<file path="config.mk">
export PLATFORM = sky130hd
export DESIGN_NAME = seq_mag_cmp_ctrl
export DESIGN_NICKNAME = d
export VERILOG_FILES = /design/src/rtl/seq_mag_cmp_ctrl.sv
export SDC_FILE = /design/constraint.sdc
export NUM_CORES = 1
export LEC_CHECK = 0
export BUFFER_PORTS_ARGS = -buffer_cell sky130_fd_sc_hd__buf_2
export CAP_MARGIN = 40
export CORE_MARGIN = 5
export CORE_UTILIZATION = 30
export DETAILED_ROUTE_END_ITERATION = 6
export HOLD_SLACK_MARGIN = 0.02
export MAX_ROUTING_LAYER = met4
export PLACE_DENSITY = 0.6
export SKIP_CTS_REPAIR_TIMING = 1
export SYNTH_ARGS = -nofsm -noshare
export SYNTH_HDL_FRONTEND = slang
export SYNTH_SLANG_ARGS = --single-unit
</file>
<file path="constraint.sdc">
create_clock -name clk -period 2.7 [get_ports clk]
set_input_delay 0.135 -clock clk [delete_from_list [all_inputs] [get_ports clk]]
set_output_delay 0.135 -clock clk [all_outputs]
set_load 0.005 [all_outputs]
</file>
<file path="src/rtl/seq_mag_cmp_ctrl.sv">
// seq_mag_cmp_ctrl
// Compares two WIDTH-bit operands one nibble per cycle, MSB nibble first,
// using a single 4-bit magnitude-compare slice. The compare stops at the
// first unequal nibble. A start/busy/done handshake is used, and the results
// are held until the next accepted start.
//
// Optional feature macro: SEQ_MAG_CMP_SIGNED_EN
//   When it is defined, the operands are compared as two's complement. Bit 3
//   of both MSB nibbles is inverted before the slice sees them.
//   When it is undefined, the compare is purely unsigned.
//
// Ports:
//   clk      rising-edge clock
//   rst_n    synchronous active-low reset
//   start    compare request; sampled only when not busy (IDLE or DONE)
//   a, b     operands; captured on an accepted start
//   busy     compare in progress
//   done     single-cycle pulse; results valid
//   equal    A == B
//   gt       A > B
//   lt       A < B
//   nib_cnt  nibbles examined for the last result (1..NIB)

module seq_mag_cmp_ctrl #(
   parameter int WIDTH = 16,
   parameter int NIB   = WIDTH / 4,
   parameter int CW    = $clog2(NIB + 1)
) (
   input  logic             clk,
   input  logic             rst_n,
   input  logic             start,
   input  logic [WIDTH-1:0] a,
   input  logic [WIDTH-1:0] b,
   output logic             busy,
   output logic             done,
   output logic             equal,
   output logic             gt,
   output logic             lt,
   output logic [CW-1:0]    nib_cnt
);

   localparam int IW = (NIB > 1) ? $clog2(NIB) : 1;

   typedef enum logic [1:0] {
      IDLE,
      CMP,
      DONE
   } state_t;

   state_t           state;
   logic [WIDTH-1:0] a_q;
   logic [WIDTH-1:0] b_q;
   logic [IW-1:0]    idx;
   logic [3:0]       a_nib;
   logic [3:0]       b_nib;
   logic             nib_gt;
   logic             nib_lt;

   // Nibble select feeding the single shared compare slice
   always_comb begin
      a_nib = '0;
      b_nib = '0;
      for (int unsigned i = 0; i < NIB; i++) begin
         if (idx == IW'(i)) begin
            a_nib = a_q[4*i +: 4];
            b_nib = b_q[4*i +: 4];
         end
      end
`ifdef SEQ_MAG_CMP_SIGNED_EN
      // Flipping the sign bit of the MSB nibble maps two's complement order
      // onto unsigned order; the lower nibbles are already unsigned.
      if (idx == IW'(NIB - 1)) begin
         a_nib[3] = ~a_nib[3];
         b_nib[3] = ~b_nib[3];
      end
`endif
      nib_gt = (a_nib > b_nib);
      nib_lt = (a_nib < b_nib);
   end

   always_ff @(posedge clk) begin
      if (!rst_n) begin
         state   <= IDLE;
         a_q     <= '0;
         b_q     <= '0;
         idx     <= '0;
         busy    <= 1'b0;
         done    <= 1'b0;
         equal   <= 1'b0;
         gt      <= 1'b0;
         lt      <= 1'b0;
         nib_cnt <= '0;
      end else begin
         done <= 1'b0;
         case (state)
            // DONE accepts start exactly like IDLE, so back-to-back compares
            // need no idle gap.
            IDLE, DONE: begin
               if (start) begin
                  a_q     <= a;
                  b_q     <= b;
                  idx     <= IW'(NIB - 1);
                  equal   <= 1'b0;
                  gt      <= 1'b0;
                  lt      <= 1'b0;
                  nib_cnt <= '0;
                  busy    <= 1'b1;
                  state   <= CMP;
               end else begin
                  state <= IDLE;
               end
            end
            CMP: begin
               nib_cnt <= nib_cnt + CW'(1);
               if (nib_gt || nib_lt) begin
                  gt    <= nib_gt;
                  lt    <= nib_lt;
                  busy  <= 1'b0;
                  done  <= 1'b1;
                  state <= DONE;
               end else if (idx == '0) begin
                  equal <= 1'b1;
                  busy  <= 1'b0;
                  done  <= 1'b1;
                  state <= DONE;
               end else begin
                  idx <= idx - IW'(1);
               end
            end
            default: begin
               busy  <= 1'b0;
               state <= IDLE;
            end
         endcase
      end
   end

endmodule

</file>
==> impl_metrics.prom <==
# TYPE chip_impl_metric gauge
chip_impl_info{name="post-synth-top-count-cell",value="nand2_1"} 1
chip_impl_metric{name="synth.top_cell.area_share",unit=""} 0.438
chip_impl_info{name="synthTopCellsByArea",value="dfxtp_1, nand2_1, a21oi_1"} 1
chip_impl_metric{name="layout.area.seq",unit="sq um"} 882
chip_impl_metric{name="aggregate_routed_wire_length",unit="um"} 4950
chip_impl_metric{name="final_min_period_over_clock_period",unit=""} 0.944
chip_impl_metric{name="static_leak",unit="nW"} 0.988
chip_impl_metric{name="synth-edff-count",unit=""} 0
chip_impl_metric{name="multiInputGateArea",unit="sq um"} 1070
chip_impl_metric{name="via_per_inst",unit=""} 4.89
chip_impl_metric{name="final_hpwl_dp",unit="um"} 3670
chip_impl_metric{name="power.ir.vdd_worst",unit="mV"} 0.261
chip_impl_info{name="endpoint_of_the_worst_setup_timing_path",value="busy"} 1
chip_impl_metric{name="firstDrtPassIters",unit=""} 4
chip_impl_metric{name="finalSetupTns",unit="ps"} 0
chip_impl_metric{name="core-area",unit="sq um"} 6420
chip_impl_metric{name="power-per-cell-area",unit="nW/um^2"} 707
chip_impl_metric{name="diodes",unit=""} 0
chip_impl_metric{name="cp_data_arrival_time",unit="ps"} 2780
chip_impl_metric{name="first_pass_grt_wire_length",unit="um"} 8320
chip_impl_metric{name="floorplan.die_area",unit="sq um"} 8440
chip_impl_metric{name="timing.slew.headroom",unit=""} 0.607
chip_impl_info{name="synth.largest_area_cell",value="dfxtp_1"} 1
chip_impl_metric{name="dpl.cell_count",unit=""} 372
chip_impl_metric{name="via_count",unit=""} 1857
chip_impl_metric{name="grtUsageTotal",unit=""} 0.123
chip_impl_metric{name="cts.sinks",unit=""} 44
chip_impl_metric{name="fp-row-count",unit=""} 29
chip_impl_metric{name="timing.critical_path.slowest_cell_delay",unit="ps"} 480
chip_impl_metric{name="timing.fmax",unit="MHz"} 392
chip_impl_metric{name="drt-initial-drc-count",unit=""} 71
chip_impl_metric{name="gpl.final_weighted_congestion",unit=""} 0.850
chip_impl_metric{name="tightestPinTransition",unit="ps"} 586
chip_impl_info{name="class_of_the_tightest_hold_or_removal_check",value="in -> reg"} 1
chip_impl_metric{name="floorplan.initialDensity",unit=""} 0.313
chip_impl_info{name="worst_path_max_delay_cell",value="or4b_1"} 1
chip_impl_info{name="setup.worst_path.start",value="idx[0]"} 1
chip_impl_metric{name="max_cap_violations",unit=""} 0
chip_impl_metric{name="die_height",unit="um"} 91.9
chip_impl_metric{name="synth_cell_type_count",unit=""} 27
chip_impl_metric{name="io_buffer_count",unit=""} 42
chip_impl_metric{name="cp.required",unit="ps"} 2930
chip_impl_metric{name="timing.final.crit_period",unit="ps"} 2550
chip_impl_info{name="timing.rr.end",value="busy"} 1
chip_impl_metric{name="summed_area_of_non_filler_cells_in_the_final_layout",unit="sq um"} 2430
chip_impl_metric{name="cts_inserted_buffers",unit=""} 5
chip_impl_metric{name="drt_drc_violations_left",unit=""} 0
chip_impl_metric{name="max-clock-path-buffers",unit=""} 2
chip_impl_info{name="cts_root_buf",value="clkbuf_8"} 1
chip_impl_metric{name="grt.overflow.total",unit=""} 0
chip_impl_info{name="cts_tree",value="yes"} 1
chip_impl_metric{name="postSynth.asyncResetShare",unit=""} 0
chip_impl_metric{name="critPathMaxFanout",unit=""} 14
chip_impl_metric{name="yosys_warnings",unit=""} 0
chip_impl_metric{name="reg2regPathDepth",unit=""} 10
chip_impl_metric{name="via_count_of_the_first_global_routing_pass",unit=""} 1760
chip_impl_metric{name="ant_nets",unit=""} 0
chip_impl_metric{name="r2r_setup_slack",unit="ps"} 150
chip_impl_info{name="synth_flop_cell",value="dfxtp_1"} 1
chip_impl_metric{name="post_synth.cell_area_avg",unit="sq um"} 7.62
chip_impl_metric{name="layout.filler_cells",unit=""} 663
chip_impl_metric{name="antenna_found_initial",unit=""} 0
chip_impl_info{name="regToRegStartpoint",value="idx[0]"} 1
chip_impl_metric{name="synth_seq_area_share",unit=""} 0.438
chip_impl_metric{name="clk_pin_slew",unit="ps"} 80
chip_impl_metric{name="routed_wire_length_per_instance",unit="um"} 13.0
chip_impl_info{name="worst_setup_path_start_kind",value="flip-flop"} 1
chip_impl_metric{name="final_layout_size_suffix_gt1_frac",unit=""} 0.208
chip_impl_metric{name="dpl-instance-area",unit="sq um"} 2300
chip_impl_info{name="timing.setup.critical_path_class",value="reg -> reg"} 1
chip_impl_metric{name="maximum_number_of_pins_on_one_net_before_global_route_repair",unit=""} 23
chip_impl_metric{name="report.final.setup_viol",unit=""} 0
chip_impl_info{name="result_of_the_run",value="completed"} 1
chip_impl_metric{name="final-instance-count-excl-fill",unit=""} 380
chip_impl_metric{name="io_pins",unit=""} 43
chip_impl_metric{name="final_net_count",unit=""} 346
chip_impl_metric{name="synth_cells",unit=""} 264
chip_impl_metric{name="synthesis.area",unit="sq um"} 2010
chip_impl_metric{name="clock_skew",unit="ps"} 8.68
chip_impl_metric{name="hold_viol",unit=""} 0
chip_impl_metric{name="synth_nets",unit=""} 308
chip_impl_info{name="cp-end-kind",value="flip-flop"} 1
chip_impl_metric{name="worstSkewPairLatency",unit="ps"} 300
chip_impl_info{name="synth_commonest_cells",value="nand2_1, a21oi_1, dfxtp_1"} 1
chip_impl_metric{name="synth-seq-cells",unit=""} 44
chip_impl_metric{name="design_power_total",unit="mW"} 1.72
chip_impl_metric{name="flow.area_growth_from_synthesis",unit="%"} 21.0
chip_impl_metric{name="maxSlewViolCount",unit=""} 0
chip_impl_metric{name="floorplan.die.width",unit="um"} 91.9
chip_impl_metric{name="htreeDepth",unit=""} 2
chip_impl_info{name="rsz_0062_raised_after_global_routing",value="no"} 1
chip_impl_info{name="crit_path_cell_trace",value="inv_1 > ha_4 > nand2_1 > o21ai_0 > a22oi_1 > ha_1 > and4_4 > o41ai_4 > or4b_1 > a21oi_1"} 1
## flip-flops by register name, indices dropped and copies added, names as in the netlist
register / count
state: 2
lt: 1
gt: 1
nib_cnt: 3
b_q: 16
done: 1
idx: 2
equal: 1
busy: 1
a_q: 16
## per-layer routing
layer  routed length, um  track usage  up-vias  part of all wire
met4                  55       0.0297        0             0.011
li1                    -            -      961                 -
met1                2470        0.164      850              0.50
met3                 235       0.0303        6             0.047
met2                2190        0.190       40              0.44
met5                   0            -        -                 0
## worst min-delay path by stage
stage           from  endpoint  cells after the start
2_1_floorplan  rst_n        lt                      1
3_3_place_gp    a[8]    a_q[8]                      3
3_5_place_dp    a[8]    a_q[8]                      3
4_1_cts         a[8]    a_q[8]                      3
5_1_grt         a[1]    a_q[1]                      3
6_report        a[8]    a_q[8]                      3
## cells by family after synthesis
group                    after synthesis  synth area share
AO/OA/AOI/OAI                         76             0.218
adder cells (fa/ha/maj)                9            0.0560
buffers and inverters                 26            0.0492
flip-flops                            44             0.438
AND/OR/NAND/NOR                      107             0.229
XOR/XNOR                               1           0.00436
multiplexers                           1           0.00498
## cell usage in the layout, fill, tap and decap left out, types with 5 or more instances in the layout
cell	synthesis	layout
nor2_1	9	9
a22oi_1	5	5
o21ai_0	10	10
ha_1	9	6
clkbuf_8	0	6
buf_2	1	42
nand2_1	78	78
dfxtp_1	44	43
buf_4	0	7
a21oi_1	53	53
inv_1	8	8
## worst max-delay path, delay by kind of cell (launching register included)
family	cells	cell delay, ps
AND/OR/NAND/NOR	3	830
flip-flops	1	350
AO/OA/AOI/OAI	4	520
adder cells (fa/ha/maj)	2	610
buffers and inverters	1	180
## report_power, final
group / leakage, nW / internal, mW / switching, mW
registers: 0.362 / 0.709 / 0.0389
clock network: 0.0455 / 0.209 / 0.215
logic: 0.581 / 0.239 / 0.308
## layout make-up
class                      instances  share of cell area
clock buffer                       8              0.0370
inverter                           8              0.0123
multi-input combinational        194               0.440
sequential                        44               0.363
tap                               77              0.0396
timing repair buffer              49               0.108
## through the flow
stage	hold WS [ps]	worst slack, ps	utilization
after global placement	379	97.5	0.359
after CTS	63.2	16.6	0.373
final	65.2	150	0.379
after detailed placement	383	21.6	0.359
after global routing	80.6	5.87	0.379
after floorplan	252	181	-
Power figures use the tool's default switching activity.
